File: src/rtl/axis_sram_wr_arbiter.sv
// axis_sram_wr_arbiter: round-robin packet arbiter that packs AXI-Stream beats
// into 201-bit SRAM words with per-queue write pointers, one word per 2 cycles.
module axis_sram_wr_arbiter #(
  parameter int unsigned TDATA_WIDTH     = 24,
  parameter int unsigned NUM_QUEUES      = 4,
  parameter int unsigned QUEUE_ID_WIDTH  = 2,
  parameter int unsigned QUEUE_PTR_WIDTH = 17,
  parameter int unsigned QUEUE_SIZE      = 131072
) (
  input  logic                                  clk,
  input  logic                                  reset,
  input  logic [NUM_QUEUES*8*TDATA_WIDTH-1:0]   s_axis_tdata,
  input  logic [NUM_QUEUES*TDATA_WIDTH-1:0]     s_axis_tkeep,
  input  logic [NUM_QUEUES-1:0]                 s_axis_tlast,
  input  logic [NUM_QUEUES-1:0]                 s_axis_tvalid,
  output logic [NUM_QUEUES-1:0]                 s_axis_tready,
  output logic [8*TDATA_WIDTH+8:0]              write_data,
  output logic [31:0]                           write_data_addr,
  output logic                                  write_data_valid,
  input  logic                                  write_full,
  input  logic                                  cal_done,
  output logic [NUM_QUEUES*QUEUE_PTR_WIDTH-1:0] queue_wr_ptr
);

  localparam int unsigned DATA_W = 8 * TDATA_WIDTH;
  localparam int unsigned KEEP_W = TDATA_WIDTH;

  typedef enum logic {IDLE, XFER} state_t;

  state_t                     state, state_nxt;
  logic [QUEUE_ID_WIDTH-1:0]  grant, grant_nxt;
  logic [QUEUE_ID_WIDTH-1:0]  last_grant, last_grant_nxt;
  logic [QUEUE_ID_WIDTH-1:0]  pick;
  logic [QUEUE_PTR_WIDTH-1:0] wr_ptr [NUM_QUEUES];
  logic [DATA_W-1:0]          data_arr [NUM_QUEUES];
  logic [KEEP_W-1:0]          keep_arr [NUM_QUEUES];
  logic [DATA_W-1:0]          tdata_g;
  logic [KEEP_W-1:0]          keep_g;
  logic                       tlast_g;
  logic [7:0]                 byte_cnt;
  logic                       ready_any;
  logic                       accept;

  // Split the flat port buses into per-queue views and expose pointers.
  always_comb begin
    for (int unsigned q = 0; q < NUM_QUEUES; q++) begin
      data_arr[q] = s_axis_tdata[q*DATA_W +: DATA_W];
      keep_arr[q] = s_axis_tkeep[q*KEEP_W +: KEEP_W];
      queue_wr_ptr[q*QUEUE_PTR_WIDTH +: QUEUE_PTR_WIDTH] = wr_ptr[q];
    end
  end

  // Beat of the granted port and its byte count.
  always_comb begin
    tdata_g  = data_arr[grant];
    keep_g   = keep_arr[grant];
    tlast_g  = s_axis_tlast[grant];
    byte_cnt = '0;
    for (int unsigned i = 0; i < KEEP_W; i++) begin
      byte_cnt = byte_cnt + 8'(keep_g[i]);
    end
  end

  // Round-robin search: first valid port after last_grant, with wrap.
  always_comb begin
    logic        found;
    int unsigned idx;
    found = 1'b0;
    pick  = last_grant;
    for (int unsigned i = 1; i <= NUM_QUEUES; i++) begin
      idx = (32'(last_grant) + i) % NUM_QUEUES;
      if (!found && s_axis_tvalid[QUEUE_ID_WIDTH'(idx)]) begin
        found = 1'b1;
        pick  = QUEUE_ID_WIDTH'(idx);
      end
    end
  end

  // Ready is combinational so write_full and cal_done block the same cycle;
  // gating on write_data_valid enforces the idle cycle between words.
  always_comb begin
    ready_any     = (state == XFER) && cal_done && !write_full && !write_data_valid;
    accept        = ready_any && s_axis_tvalid[grant];
    s_axis_tready = ready_any ? (NUM_QUEUES'(1) << grant) : '0;
  end

  // Next-state logic: grant in IDLE, release after an accepted tlast beat.
  always_comb begin
    state_nxt      = state;
    grant_nxt      = grant;
    last_grant_nxt = last_grant;
    case (state)
      IDLE: begin
        if (cal_done && (|s_axis_tvalid)) begin
          state_nxt = XFER;
          grant_nxt = pick;
        end
      end
      XFER: begin
        if (accept && tlast_g) begin
          state_nxt      = IDLE;
          last_grant_nxt = grant;
        end
      end
      default: state_nxt = IDLE;
    endcase
  end

  // State register.
  always_ff @(posedge clk) begin
    if (reset) begin
      state      <= IDLE;
      grant      <= '0;
      last_grant <= QUEUE_ID_WIDTH'(NUM_QUEUES - 1);
    end else begin
      state      <= state_nxt;
      grant      <= grant_nxt;
      last_grant <= last_grant_nxt;
    end
  end

  // Word output registers and per-queue write pointers.
  always_ff @(posedge clk) begin
    if (reset) begin
      write_data       <= '0;
      write_data_addr  <= '0;
      write_data_valid <= 1'b0;
      for (int unsigned q = 0; q < NUM_QUEUES; q++) begin
        wr_ptr[q] <= '0;
      end
    end else begin
      write_data_valid <= accept;
      if (accept) begin
        write_data      <= {byte_cnt, tlast_g, tdata_g};
        write_data_addr <= 32'({grant, wr_ptr[grant]});
        if (wr_ptr[grant] == QUEUE_PTR_WIDTH'(QUEUE_SIZE - 1)) begin
          wr_ptr[grant] <= '0;
        end else begin
          wr_ptr[grant] <= wr_ptr[grant] + 1'b1;
        end
      end
    end
  end

endmodule

File: config.mk
export PLATFORM = sky130hd
export DESIGN_NAME = axis_sram_wr_arbiter
export DESIGN_NICKNAME = d
export VERILOG_FILES = /design/src/rtl/axis_sram_wr_arbiter.sv
export SDC_FILE = /design/constraint.sdc
export NUM_CORES = 1
export LEC_CHECK = 0
export BUFFER_PORTS_ARGS = -buffer_cell sky130_fd_sc_hd__buf_4
export CAP_MARGIN = 20
export CORE_AREA = 10 10 457 459
export CTS_BUF_LIST = sky130_fd_sc_hd__clkbuf_16
export CTS_CLUSTER_DIAMETER = 60
export DETAILED_ROUTE_END_ITERATION = 8
export DIE_AREA = 0 0 467 469
export GPL_TIMING_DRIVEN = 0
export PLACE_DENSITY = 0.3
export REMOVE_ABC_BUFFERS = 1
export SYNTH_ARGS = -nofsm -noshare
export SYNTH_HDL_FRONTEND = slang
export SYNTH_SLANG_ARGS = --single-unit
File: constraint.sdc
create_clock -name clk -period 7.35 [get_ports clk]
set_input_delay 1.47 -clock clk [delete_from_list [all_inputs] [get_ports clk]]
set_output_delay 1.47 -clock clk [all_outputs]
set_load 0.01 [all_outputs]
== After elaboration in Yosys (flattened, before gate mapping) ==
Memory sizes are Yosys's and may differ from the RTL's. A register that Yosys moved wholly into a read port is not among the register bits.
Cells that the tools add are included.

* Register bits after elaboration: 226
* RAM bits: 68
* Input bits: 876
* Output and inout bits: 306
* Logic and storage cells: 109
* Memories: 1

{| class="wikitable"
|+ Memories
! memory !! words !! width !! rd ports !! clocked after Yosys merged registers in !! wr ports !! line !! source
|-
| wr_ptr || 4 || 17 || 5 || 1 || 4 || 34 || <nowiki>logic [QUEUE_PTR_WIDTH-1:0] wr_ptr [NUM_QUEUES];</nowiki>
|}

* $add $sub $neg: 28
* Order comparisons: 6
* Equal/unequal tests: 1
* Shift operators: 1
* Multiplexer cells: 45
* Bitwise logic cells: 3
* Reduce and logical (&&, ||, !) cells: 18

{| class="wikitable"
|+ Operator list
! operator !! count
|-
| $bmux 192 s2 || 1
|-
| $mux 192 || 2
|-
| $add 8x1->8 || 16
|-
| $bmux 24 s2 || 1
|-
| $mux 24 || 2
|-
| $mux 17 || 2
|-
| $mux 1 || 22
|-
| $add 17x1->17 const B || 1
|-
| $eq 17x17->1 const B || 1
|-
| $reduce_or 17->1 || 1
|-
| $lt 2x3->1 const B || 5
|-
| $mux 2 || 7
|-
| $bmux 1 s2 || 6
|-
| $logic_and 1x1->1 || 9
|-
| $add 7x1->8 || 1
|-
| $add 6x1->7 || 1
|-
| $add 5x1->6 || 1
|-
| $add 4x1->5 || 1
|-
| $logic_not 1->1 || 5
|-
| $add 2x1->2 const B || 2
|-
| $add 2x2->2 const B || 2
|-
| $add 3x1->4 || 1
|-
| $mux 4 || 1
|-
| $reduce_and 2->1 || 2
|-
| 9 further kinds || 9
|}

== Longest topological paths before layout ==
Gate-level depths: netlist of the first run.

* Depth in word-level cells: 27
* Mapped depth: 20
* Mapped depth without buffers: 17

== Least setup slack after synthesis of the first run ==
No wires, ideal clock.

* Kind: input port to flip-flop
* From: input port s_axis_tkeep[91]
* To: register write_data[197]
* Arrival: 5.593 ns
* Required time: 7.219 ns
* Setup slack: 1.626 ns
* Stages: 15
* Path buffers: 0
* Cell sequence: mux4_2 inv_1 fa_1 fa_1 fa_1 inv_1 fa_1 inv_1 fa_1 inv_1 ha_1 fa_1 a21o_1 a211oi_1 nor3_1

* Longest elaborated chain between the ends: 8

{| class="wikitable"
|+ RTL lines
! item !! line !! source
|-
| from (decl) || 13 || <nowiki>input logic [NUM_QUEUES*TDATA_WIDTH-1:0] s_axis_tkeep,</nowiki>
|-
| $bmux 24 s2 || 56 || <nowiki>keep_g = keep_arr[grant];</nowiki>
|-
| $mux 24 (not written as such) (2 in a row) || 56 ||
|-
| $add 8x1->8 (5 in a row) || 60 || <nowiki>byte_cnt = byte_cnt + 8'(keep_g[i]);</nowiki>
|-
| to (signal assigned) || 134 || <nowiki>write_data <= {byte_cnt, tlast_g, tdata_g};</nowiki>
|-
| to (decl) || 17 || <nowiki>output logic [8*TDATA_WIDTH+8:0] write_data,</nowiki>
|}

Every way passes these cells. The select of a mux whose other input is x is not followed.
A chain may end at the register's enable or synchronous reset.

== Worst setup path in the final report of the first run ==
* From: register grant[0]
* To: register write_data[197]

* Longest elaborated chain between the ends: 27
* Elaborated cells on any way between the ends: 30

{| class="wikitable"
|+ RTL lines
! item !! line !! source
|-
| from (decl) || 31 || <nowiki>logic [QUEUE_ID_WIDTH-1:0] grant, grant_nxt;</nowiki>
|-
| from (signal assigned) || 117 || <nowiki>grant <= grant_nxt;</nowiki>
|-
| $not 2->3 (not written as such) || 56 ||
|-
| $bmux 24 s2 || 56 ||
|-
| $mux 24 (not written as such) (2 in a row) || 56 ||
|-
| $add 1x1->2 || 60 ||
|-
| $add 2x1->3 || 60 ||
|-
| $add 3x1->4 || 60 ||
|-
| $add 4x1->5 || 60 ||
|-
| $add 5x1->6 || 60 ||
|-
| $add 6x1->7 || 60 ||
|-
| $add 7x1->8 || 60 ||
|-
| $add 8x1->8 (16 in a row) || 60 ||
|}

Several ways; a longest one is shown, not always the timed one. The select of a mux whose other input is x is not followed.

==> results of run 1 <==
## worst min-delay path: cells and delay by family, from the launching register on
| family | cells | cell delay (ns) |
|---|---|---|
| flip-flops | 1 | 0.30 |
| AND/OR/NAND/NOR | 1 | 0.05 |
| AO/OA/AOI/OAI | 1 | 0.05 |
## per-layer routing
layer	GRT usage, %	routed length (um)	vias to the layer above
met2	24.9	81100	925
met3	8.01	20400	199
met1	14.9	59100	8908
met5	0	352	-
li1	-	-	7926
met4	2.41	2490	54
## cell families (layout without fill, tap and decap cells)
family	count (synthesis)	in the layout	share of synthesized area, %
AO/OA/AOI/OAI	240	240	7.42
XOR/XNOR	15	15	0.783
adder cells (fa/ha/maj)	25	25	2.63
buffers and inverters	190	1352	5.04
flip-flops	293	293	39.0
multiplexers	237	237	31.8
other	1	31	0.0224
AND/OR/NAND/NOR	554	554	13.3
## through the flow
stage | TNS (ns) | cell area (um2) | instances
after floorplan | -2496.22 | 16100 | 1420
after global placement | -6443.47 | 28200 | 5241
after detailed placement | 0 | 28900 | 5264
after CTS | 0 | 31100 | 5387
after global routing | 0 | 31100 | 5390
final | 0 | 31100 | 5403
## state kept, by name (all words and copies together) (netlist names), named ones only
name,cells
state,1
write_data,198
grant,2
write_data_addr,19
write_data_valid,1
wr_ptr,68
last_grant,2
## power by group through the flow
stage	clock network [uW]	registers [uW]	logic (uW)
after floorplan	0	1840	892
after global placement	0	1860	1820
after detailed placement	0	1770	1760
after CTS	3250	1740	1760
after global routing	3300	1740	1900
final	3100	1740	1700
## cell type report
cell class / instances / area, um2
clock buffers: 69 / 1730
inverters: 40 / 150
fillers: 22547 / 168000
flip-flops and latches: 293 / 6560
well taps: 2656 / 3320
multi-input cells: 1087 / 9460
diodes: 15 / 37.5
clock inverters: 54 / 509
repair buffers: 1189 / 9370
## path summary, 6_finish.rpt
path | slack [ns] | cells past startpoint | start | end
worst max-delay path | 1.40 | 15 | grant[0]$_SDFFE_PP0P_ | write_data[197]$_SDFFE_PP0P_
worst min-delay path | 0.45 | 2 | write_data[7]$_SDFFE_PP0P_ | write_data[7]$_SDFFE_PP0P_
worst max register to register | 1.40 | 15 | grant[0]$_SDFFE_PP0P_ | write_data[197]$_SDFFE_PP0P_
worst min register to register | 0.45 | 2 | write_data[7]$_SDFFE_PP0P_ | write_data[7]$_SDFFE_PP0P_
## cell usage after synthesis, types with 4 or more instances
cell type / n / area, um2
sky130_fd_sc_hd__buf_2: 30 / 150
sky130_fd_sc_hd__nor2_1: 80 / 300
sky130_fd_sc_hd__dfxtp_1: 225 / 4500
sky130_fd_sc_hd__clkbuf_1: 76 / 285
sky130_fd_sc_hd__buf_4: 19 / 143
sky130_fd_sc_hd__nor4_1: 4 / 25.0
sky130_fd_sc_hd__inv_1: 40 / 150
sky130_fd_sc_hd__ha_1: 8 / 100
sky130_fd_sc_hd__a21oi_1: 221 / 1110
sky130_fd_sc_hd__mux4_1: 7 / 184
sky130_fd_sc_hd__nand2_1: 434 / 1630
sky130_fd_sc_hd__nand3_1: 5 / 25.0
sky130_fd_sc_hd__edfxtp_1: 68 / 2040
sky130_fd_sc_hd__fa_1: 17 / 340
sky130_fd_sc_hd__nand2b_1: 4 / 25.0
sky130_fd_sc_hd__buf_1: 23 / 86.3
sky130_fd_sc_hd__xnor2_1: 13 / 114
sky130_fd_sc_hd__mux4_2: 228 / 5130
sky130_fd_sc_hd__o21ai_0: 5 / 25.0
sky130_fd_sc_hd__nor3_1: 4 / 20.0
==> metrics.cfg, run 1 <==
[outcome]
status=complete, no violations

[critical_path]
worst-setup-path-type=reg2reg
critical_path.startpoint_type=flip-flop
worst_path_largest_cell_delay_ns=0.59
critical-path-top-delay-family=adder cells
critical_path.most_common_cell=sky130_fd_sc_hd__fa_1
crit_path_cell_trace=buf_16 > buf_16 > mux4_2 > fa_1 > fa_1 > fa_1 > fa_1 > inv_1 > fa_1 > inv_1 > ha_1 > fa_1 > a21o_1 > a211oi_1 > nor3_1
cp_data_arrival_time_ns=6.47
cp_slowest_cell=sky130_fd_sc_hd__dfxtp_4
critical_path_required_ns=7.87
worstPathMaxFanout=39
critical_path.endpoint_type=flip-flop
critical_path.n_buffers_inverters=4

[die]
die_h_um=469
core_area_um2=199000
number_of_rows_in_the_core_area=164
dieWidth_um=467
initial_core_util_pct=8.42
design.die.area_um2=219000
boundaryPins=1182

[drt]
routed-via-count=18012
route.detailed.vias_per_inst=3.33
drt_drc_violations_left=0
drt_pass1_iterations=5
postRouteWirelength_mm=163
detail_route.wl_per_cell_um=30.2
ant_nets=0
dr.first_iter.drc_count=825

[power]
p_switching_uw=1990
power_density_nw_per_um2=210
worst_ir_drop_vdd_uv=199
power_report.internal_total_uw=4550
p_clk_share_pct=47.4
seqPwrFrac_pct=26.6
p_total_uw=6540
cell_leakage_power_uw=0.0122
switching_share_pct=30.5
share_comb_of_total_power_pct=26.1

[cts]
ctsHtreeMaxLevel=3
clk_transition_reported_paths_ns=0.05
cts_buffers=69
worstSkewPairLatency_ns=0.65
cts.repair_timing.setup_buffer_count=0
ctsLongestPathBuffers=3
numClockSinks=293
number_of_instances_resized_during_post_cts_repair=0
holdBufCountCts=0
tritoncts=built
cts_root_buffer=sky130_fd_sc_hd__clkbuf_16

[global_routing]
first_global_vias=19449
grt.overflow.total=0
antenna_found_initial=82
grt_pass1_wl_mm=205
grt_use_total_pct=14.2
largest_net_degree_at_the_start_of_global_routing=92

[final_layout]
layout_commonest_cell=sky130_fd_sc_hd__buf_4
net_total_in_the_final_layout=3581
layout-drive-gt1-share_pct=56.4
finish.utilization_pct=15.6
flow.area_growth_from_synthesis_pct=85.6
layout_common_cells=sky130_fd_sc_hd__buf_4, sky130_fd_sc_hd__nand2_1, sky130_fd_sc_hd__mux4_2

[sta]
tightest_slew_margin_relative_to_the_limit_pct=29.9
finalMaxSlewViolations=0
max_clock_freq_mhz=168
fin_worst_skew_ns=0.0280
final_hold_viol_count=0
rsz0062_at_grt=no
worst_slack_ns=1.40
finalHoldWorstSlack_ns=0.452
finalWorstPathRequiredPeriod_ns=5.95
tightestPinTransition_ns=1.05
report.final.setup_viol=0
post-route-period-util_pct=81.0

[synth]
yosysUniqueCellTypes=49
post_synthesis_cell_area_um2=16800
synth_cells=1555
synth_enable_flop_cells=68
async_s_r_ff_share_synth_pct=0
ys_seq_area_share_pct=39.0
synth_flop_cell=sky130_fd_sc_hd__dfxtp_1
synthesis.yosys.warnings=0
ys_ff_latch=293
postSynthAreaPerCell_um2=10.8

[min_path]
holdCritPathClass=reg2reg

[placed_design]
routabilityCongestion=0.892
place_hpwl_mm=142
placement.setup.worst_slack_ns=1.10
buffer_ports.inserted=1165

[job]
cap_violations=0

(Power assumes the default switching activity.)
==> inputs of run 2 (changes only) <==
--- a/config.mk
+++ b/config.mk
@@ -5,13 +5,14 @@
 export SDC_FILE = /design/constraint.sdc
 export NUM_CORES = 1
 export LEC_CHECK = 0
+export ABC_AREA = 1
 export BUFFER_PORTS_ARGS = -buffer_cell sky130_fd_sc_hd__buf_4
 export CAP_MARGIN = 20
-export CORE_AREA = 10 10 457 459
+export CORE_AREA = 10 10 454 456
 export CTS_BUF_LIST = sky130_fd_sc_hd__clkbuf_16
 export CTS_CLUSTER_DIAMETER = 60
 export DETAILED_ROUTE_END_ITERATION = 8
-export DIE_AREA = 0 0 467 469
+export DIE_AREA = 0 0 464 466
 export GPL_TIMING_DRIVEN = 0
 export PLACE_DENSITY = 0.3
 export REMOVE_ABC_BUFFERS = 1
==> constraint.sdc (replaced) <==
create_clock -name clk -period 5.2 [get_ports clk]
set_input_delay 1.04 -clock clk [delete_from_list [all_inputs] [get_ports clk]]
set_output_delay 1.04 -clock clk [all_outputs]
set_load 0.01 [all_outputs]
==> metrics.cfg, run 2 <==
[cts]
cts_buffers=72
ctsLongestPathBuffers=3
numClockSinks=293
ctsHtreeMaxLevel=3
cts_root_buffer=sky130_fd_sc_hd__clkbuf_16
clk_transition_reported_paths_ns=0.05
tritoncts=built
worstSkewPairLatency_ns=0.68

[power]
cell_leakage_power_uw=0.0129
worst_ir_drop_vdd_uv=286
power_density_nw_per_um2=348

[job]
cap_violations=0

[die]
core_area_um2=197000
initial_core_util_pct=7.94
boundaryPins=1182
design.die.area_um2=216000
dieWidth_um=464
number_of_rows_in_the_core_area=163
die_h_um=466

[drt]
drt_drc_violations_left=0
route.detailed.vias_per_inst=3.65
detail_route.wl_per_cell_um=33.2
drt_pass1_iterations=5
postRouteWirelength_mm=187
dr.first_iter.drc_count=1158
ant_nets=0
routed-via-count=20573

[final_layout]
largest_registers=write_data: 198 flops, wr_ptr: 68 flops, write_data_addr: 19 flops
layout-drive-gt1-share_pct=46.7
flow.area_growth_from_synthesis_pct=96.7
layout_commonest_cell=sky130_fd_sc_hd__buf_4
register_area_um2=6560
n_fill_cell=22540
largest_register_ff_count=198
net_total_in_the_final_layout=3819
multi_input_area_um2=8120
layout_common_cells=sky130_fd_sc_hd__buf_4, sky130_fd_sc_hd__nand3_1, sky130_fd_sc_hd__o21ai_0
regMostFlops=write_data

[critical_path]
critical_path.endpoint_type=flip-flop
worstPathMaxFanout=25
critPathLaunch=grant[0]$_SDFFE_PP0P_
critical_path.startpoint_type=flip-flop
r2r_start=grant[0]$_SDFFE_PP0P_
cp_data_arrival_time_ns=5.61
worst-setup-path-type=reg2reg
critical_path_required_ns=5.74

[synth]
post_synthesis_cell_area_um2=15600
postSynthAreaPerCell_um2=8.67
synthesis.yosys.warnings=0
top_cells_by_area_synth=sky130_fd_sc_hd__dfxtp_1, sky130_fd_sc_hd__edfxtp_1, sky130_fd_sc_hd__a221oi_1
post-synth-top-area-fraction_pct=28.9
yosys.cell_count.top_type=sky130_fd_sc_hd__nand3_1
ys_seq_area_share_pct=42.0
synth_cells=1800
synth_flop_cell=sky130_fd_sc_hd__dfxtp_1
post-synth-top-area-cell=sky130_fd_sc_hd__dfxtp_1
synth_common_cells=sky130_fd_sc_hd__nand3_1, sky130_fd_sc_hd__o21ai_0, sky130_fd_sc_hd__dfxtp_1, sky130_fd_sc_hd__a221oi_1, sky130_fd_sc_hd__a22o_1
synth_enable_flop_cells=68
ys_ff_latch=293
yosysUniqueCellTypes=40
async_s_r_ff_share_synth_pct=0

[sta]
tightestPinTransition_ns=1.26
finalMaxSlewViolations=0
final_hold_viol_count=0
report.final.setup_viol=0
finalWorstPathRequiredPeriod_ns=5.07
post-route-period-util_pct=97.5
tightest_slew_margin_relative_to_the_limit_pct=15.9
worst_slack_ns=0.131
max_clock_freq_mhz=197
finalHoldWorstSlack_ns=0.460
fin_worst_skew_ns=0.0332

[min_path]
holdCritPathClass=reg2reg
hold_path_startpoint=write_data[192]$_SDFFE_PP0P_

[global_routing]
grt.overflow.total=0
antenna_found_initial=116
largest_net_degree_at_the_start_of_global_routing=87
grt_use_total_pct=16.3
grt_pass1_wl_mm=232
first_global_vias=21075

[placed_design]
routabilityCongestion=0.884
buffer_ports.inserted=1165
placement.setup.worst_slack_ns=-1.43
place_hpwl_mm=155

[outcome]
status=complete, no violations

[run 2: changes by cell type in the layout (fill, tap and decap cells not counted), moves of 19 or more]
| cell | previous run | this run |
|---|---|---|
| sky130_fd_sc_hd__a22o_1 | 0 | 203 |
| sky130_fd_sc_hd__mux4_2 | 228 | 0 |
| sky130_fd_sc_hd__o21ai_0 | 5 | 224 |
| sky130_fd_sc_hd__nor2_1 | 80 | 99 |
| sky130_fd_sc_hd__nand2_1 | 433 | 153 |
| sky130_fd_sc_hd__a221oi_1 | 1 | 195 |
| sky130_fd_sc_hd__buf_4 | 1164 | 1185 |
| sky130_fd_sc_hd__a21oi_1 | 221 | 6 |
| sky130_fd_sc_hd__nand3_1 | 5 | 261 |
[run 2: path summary, 6_finish.rpt]
kind                            cells past startpoint  slack (ns)                           end
worst max register to register                     19        0.13  write_data[197]$_SDFFE_PP0P_
worst min-delay path                                2        0.46  write_data[192]$_SDFFE_PP0P_
worst max-delay path                               19        0.13  write_data[197]$_SDFFE_PP0P_
worst min register to register                      2        0.46  write_data[192]$_SDFFE_PP0P_
[run 2: kinds of logic (layout without fill, tap and decap cells)]
| family | Yosys count | count (layout) | share of synthesized area, % |
|---|---|---|---|
| other cells | 1 | 34 | 0.0240 |
| xor+xnor | 5 | 5 | 0.281 |
| compound gates | 675 | 675 | 32.0 |
| fa+ha+maj | 25 | 25 | 2.82 |
| simple gates | 537 | 537 | 15.7 |
| buf+inv | 264 | 1427 | 7.30 |
| flops | 293 | 293 | 42.0 |
[run 2: final cells by class]
type                    count  share of cell area [%]
repair buffers           1224                    32.2
multi-input cells        1258                    26.5
flip-flops and latches    293                    21.4
well taps                2640                    10.8
clock buffers              72                    5.87
clock inverters            62                    2.15
inverters                  68                    1.05
diodes                     18                   0.147
repair inverters            1                  0.0285
[run 2: per-stage QoR]
| stage | cell area (um2) | cells | power, uW | TNS, ns | utilization (%) |
|---|---|---|---|---|---|
| 2_1_floorplan | 14800 | 1619 | 4170 | -2250.72 | - |
| 3_3_place_gp | 26800 | 5424 | 5970 | -7206.57 | 13.6 |
| 3_5_place_dp | 27600 | 5455 | 5890 | -5.37 | 14.0 |
| 4_1_cts | 30500 | 5613 | 10900 | 0 | 15.5 |
| 5_1_grt | 30600 | 5618 | 11300 | -0.00148 | 15.6 |
| 6_report | 30700 | 5636 | 10700 | 0 | 15.6 |
[run 2: per-layer routing]
metal  vias up  track usage, %  share of wire, %
met2      1061            29.1                50
met3       262            7.61                11
met4        58            2.66               1.6
met1      9990            17.7                37
li1       9202               -                 -
met5         -               0              0.21
[run 2: repair_timing]
action                                  4_1_cts  5_1_grt
hold buffers                                  0        0
endpoints found under the setup margin        5        2
cloned                                        7        1
gates resized for setup                      32        8
setup buffers                                18        7
pin swaps                                     9       11
[run 2: worst max-delay path: stages (launching register included)]
cell and delay (ns):
sky130_fd_sc_hd__dfxtp_4 0.37, sky130_fd_sc_hd__buf_12 0.13, sky130_fd_sc_hd__nand2_8 0.20, sky130_fd_sc_hd__inv_16 0.10
sky130_fd_sc_hd__buf_16 0.18, sky130_fd_sc_hd__a221oi_4 0.38, sky130_fd_sc_hd__fa_1 0.50, sky130_fd_sc_hd__inv_2 0.11
sky130_fd_sc_hd__fa_1 0.40, sky130_fd_sc_hd__fa_1 0.49, sky130_fd_sc_hd__fa_1 0.50, sky130_fd_sc_hd__inv_1 0.05
sky130_fd_sc_hd__fa_1 0.47, sky130_fd_sc_hd__inv_1 0.05, sky130_fd_sc_hd__ha_2 0.18, sky130_fd_sc_hd__fa_2 0.37
sky130_fd_sc_hd__nand2_1 0.07, sky130_fd_sc_hd__nand2_1 0.05, sky130_fd_sc_hd__a21oi_2 0.19, sky130_fd_sc_hd__o21ai_1 0.09
[run 2: power by group]
group	internal (uW)	leakage, uW	total (uW)	switching (uW)
combinational	1540	0.00922	3450	1910
sequential	2410	0.00252	2470	67.5
clock	2930	0.00121	4740	1810
total	6880	0.0129	10700	3790
==> inputs of run 3 (changes only) <==
--- a/config.mk
+++ b/config.mk
@@ -5,14 +5,13 @@
 export SDC_FILE = /design/constraint.sdc
 export NUM_CORES = 1
 export LEC_CHECK = 0
-export ABC_AREA = 1
 export BUFFER_PORTS_ARGS = -buffer_cell sky130_fd_sc_hd__buf_4
 export CAP_MARGIN = 20
-export CORE_AREA = 10 10 454 456
+export CORE_AREA = 10 10 457 459
 export CTS_BUF_LIST = sky130_fd_sc_hd__clkbuf_16
 export CTS_CLUSTER_DIAMETER = 60
 export DETAILED_ROUTE_END_ITERATION = 8
-export DIE_AREA = 0 0 464 466
+export DIE_AREA = 0 0 467 469
 export GPL_TIMING_DRIVEN = 0
 export PLACE_DENSITY = 0.3
 export REMOVE_ABC_BUFFERS = 1
==> metrics.cfg, run 3 (synthesis results as in run 1) <==
[outcome]
status=complete, no violations

[drt]
drt_drc_violations_left=0
dr.first_iter.drc_count=805
detail_route.wl_per_cell_um=30.9
ant_nets=0
routed-via-count=18217
drt_pass1_iterations=5
postRouteWirelength_mm=168
route.detailed.vias_per_inst=3.35

[final_layout]
flow.area_growth_from_synthesis_pct=88.3
regMostFlops=write_data
finish.utilization_pct=15.9
n_fill_cell=22519
layout_common_cells=sky130_fd_sc_hd__buf_4, sky130_fd_sc_hd__nand2_1, sky130_fd_sc_hd__mux4_2
net_total_in_the_final_layout=3609
multi_input_area_um2=9470
largest_registers=write_data: 198 flops, wr_ptr: 68 flops, write_data_addr: 19 flops
layout_commonest_cell=sky130_fd_sc_hd__buf_4
register_area_um2=6560
largest_register_ff_count=198
layout-drive-gt1-share_pct=57.1

[cts]
numClockSinks=293
cts_root_buffer=sky130_fd_sc_hd__clkbuf_16
worstSkewPairLatency_ns=0.65
tritoncts=built
clk_transition_reported_paths_ns=0.05
ctsLongestPathBuffers=3
cts_buffers=69
holdBufCountCts=0
ctsHtreeMaxLevel=3

[power]
p_clk_share_pct=46.6
p_switching_uw=2880
switching_share_pct=30.6
power_report.internal_total_uw=6520
worst_ir_drop_vdd_uv=287
cell_leakage_power_uw=0.0124
seqPwrFrac_pct=26.1
share_comb_of_total_power_pct=27.3
p_total_uw=9390
power_density_nw_per_um2=297

[die]
boundaryPins=1182
initial_core_util_pct=8.42
number_of_rows_in_the_core_area=164
design.die.area_um2=219000
core_area_um2=199000
die_h_um=469
dieWidth_um=467

[sta]
report.final.setup_viol=0
setup_tns_ns=0
post-route-period-util_pct=96.2
finalMaxSlewViolations=0
fin_worst_skew_ns=0.0274
tightest_slew_margin_relative_to_the_limit_pct=30.2
max_clock_freq_mhz=200
finalWorstPathRequiredPeriod_ns=5.00
finalHoldWorstSlack_ns=0.451
final_hold_viol_count=0
tightestPinTransition_ns=1.04

[critical_path]
critical_path.startpoint_type=flip-flop
worst-setup-path-type=reg2reg
critical_path_required_ns=5.72
critical_path.endpoint_type=flip-flop
critPathLaunch=grant[0]$_SDFFE_PP0P_
worstPathMaxFanout=4
r2r_start=grant[0]$_SDFFE_PP0P_
cp_data_arrival_time_ns=5.52

[min_path]
holdCritPathClass=reg2reg
hold_path_startpoint=write_data[70]$_SDFFE_PP0P_

[placed_design]
place_hpwl_mm=142
routabilityCongestion=0.892
buffer_ports.inserted=1165

[global_routing]
largest_net_degree_at_the_start_of_global_routing=92
grt_use_total_pct=14.5
antenna_found_initial=86
grt.overflow.total=0
grt_pass1_wl_mm=209
first_global_vias=19626

[job]
cap_violations=0

==> run 3: cell types whose count changed in the layout (fill, tap and decap cells not counted), moves of 10 or more <==
cell                       before  now
sky130_fd_sc_hd__nand2_1      153  433
sky130_fd_sc_hd__nand3_1      261    5
sky130_fd_sc_hd__mux4_2         0  228
sky130_fd_sc_hd__o21ai_0      224    5
sky130_fd_sc_hd__a21oi_1        6  221
sky130_fd_sc_hd__a22o_1       203    0
sky130_fd_sc_hd__a221oi_1     195    1
sky130_fd_sc_hd__nor2_1        99   80
sky130_fd_sc_hd__inv_1         64   47
sky130_fd_sc_hd__o22ai_1       13    0
sky130_fd_sc_hd__buf_12        13    3
sky130_fd_sc_hd__xnor2_1        3   13
==> run 3: repair_timing <==
| item | in CTS | in global routing |
|---|---|---|
| resized for setup | 5 | 5 |
| gates cloned | 8 | 2 |
| setup buffers | 16 | 4 |
| endpoints found under the setup margin | 5 | 1 |
| pin swaps | 4 | 8 |
==> run 3: metrics by stage <==
stage / cell area [um2] / setup slack [ns] / cells
2_1_floorplan: 16100 / -10.22 / 1420
3_3_place_gp: 28200 / -23.42 / 5241
3_5_place_dp: 28900 / -0.895 / 5264
4_1_cts: 31500 / 0.0499 / 5411
5_1_grt: 31600 / -0.00161 / 5418
6_report: 31600 / 0.196 / 5432
==> run 3: worst paths after layout <==
| kind | slack [ns] | cells after the start | to |
|---|---|---|---|
| max reg2reg | 0.20 | 15 | write_data[197]$_SDFFE_PP0P_ |
| max | 0.20 | 15 | write_data[197]$_SDFFE_PP0P_ |
| min | 0.45 | 2 | write_data[70]$_SDFFE_PP0P_ |
| min reg2reg | 0.45 | 2 | write_data[70]$_SDFFE_PP0P_ |
==> run 3: worst max-delay path, stage by stage, from the launching register on <==
cell and delay (ns):
sky130_fd_sc_hd__dfxtp_4 0.40, sky130_fd_sc_hd__buf_12 0.13, sky130_fd_sc_hd__clkbuf_16 0.16, sky130_fd_sc_hd__mux4_2 0.54, sky130_fd_sc_hd__fa_1 0.54, sky130_fd_sc_hd__fa_1 0.45, sky130_fd_sc_hd__fa_1 0.52, sky130_fd_sc_hd__fa_1 0.49
sky130_fd_sc_hd__inv_1 0.05, sky130_fd_sc_hd__fa_1 0.49, sky130_fd_sc_hd__inv_1 0.05, sky130_fd_sc_hd__ha_2 0.18, sky130_fd_sc_hd__fa_2 0.36, sky130_fd_sc_hd__a21o_1 0.19, sky130_fd_sc_hd__a211oi_2 0.25, sky130_fd_sc_hd__nor3_1 0.06
==> run 3: layer usage <==
metal | vias to the layer above | global-route usage [%] | share of wire, %
met3 | 202 | 7.94 | 12
met2 | 941 | 25.3 | 49
met1 | 9037 | 15.5 | 37
met5 | - | 0 | 0.19
li1 | 7987 | - | -
met4 | 50 | 2.50 | 1.6
==> run 3: power groups by stage <==
stage / Clock (uW) / Sequential (uW) / Combinational, uW
floorplan: 0 / 2600 / 1260
global placement: 0 / 2640 / 2580
detailed placement: 0 / 2510 / 2480
CTS: 4590 / 2450 / 2610
global route: 4670 / 2460 / 2860
finish: 4380 / 2450 / 2560
==> run 3: final cells by class <==
cell class | instances | share of cell area (%)
multi-input cells | 1087 | 30.0
clock buffers | 69 | 5.46
flip-flops and latches | 293 | 20.7
inverters | 40 | 0.475
clock inverters | 54 | 1.61
well taps | 2656 | 10.5
diodes | 16 | 0.127
repair buffers | 1217 | 31.1
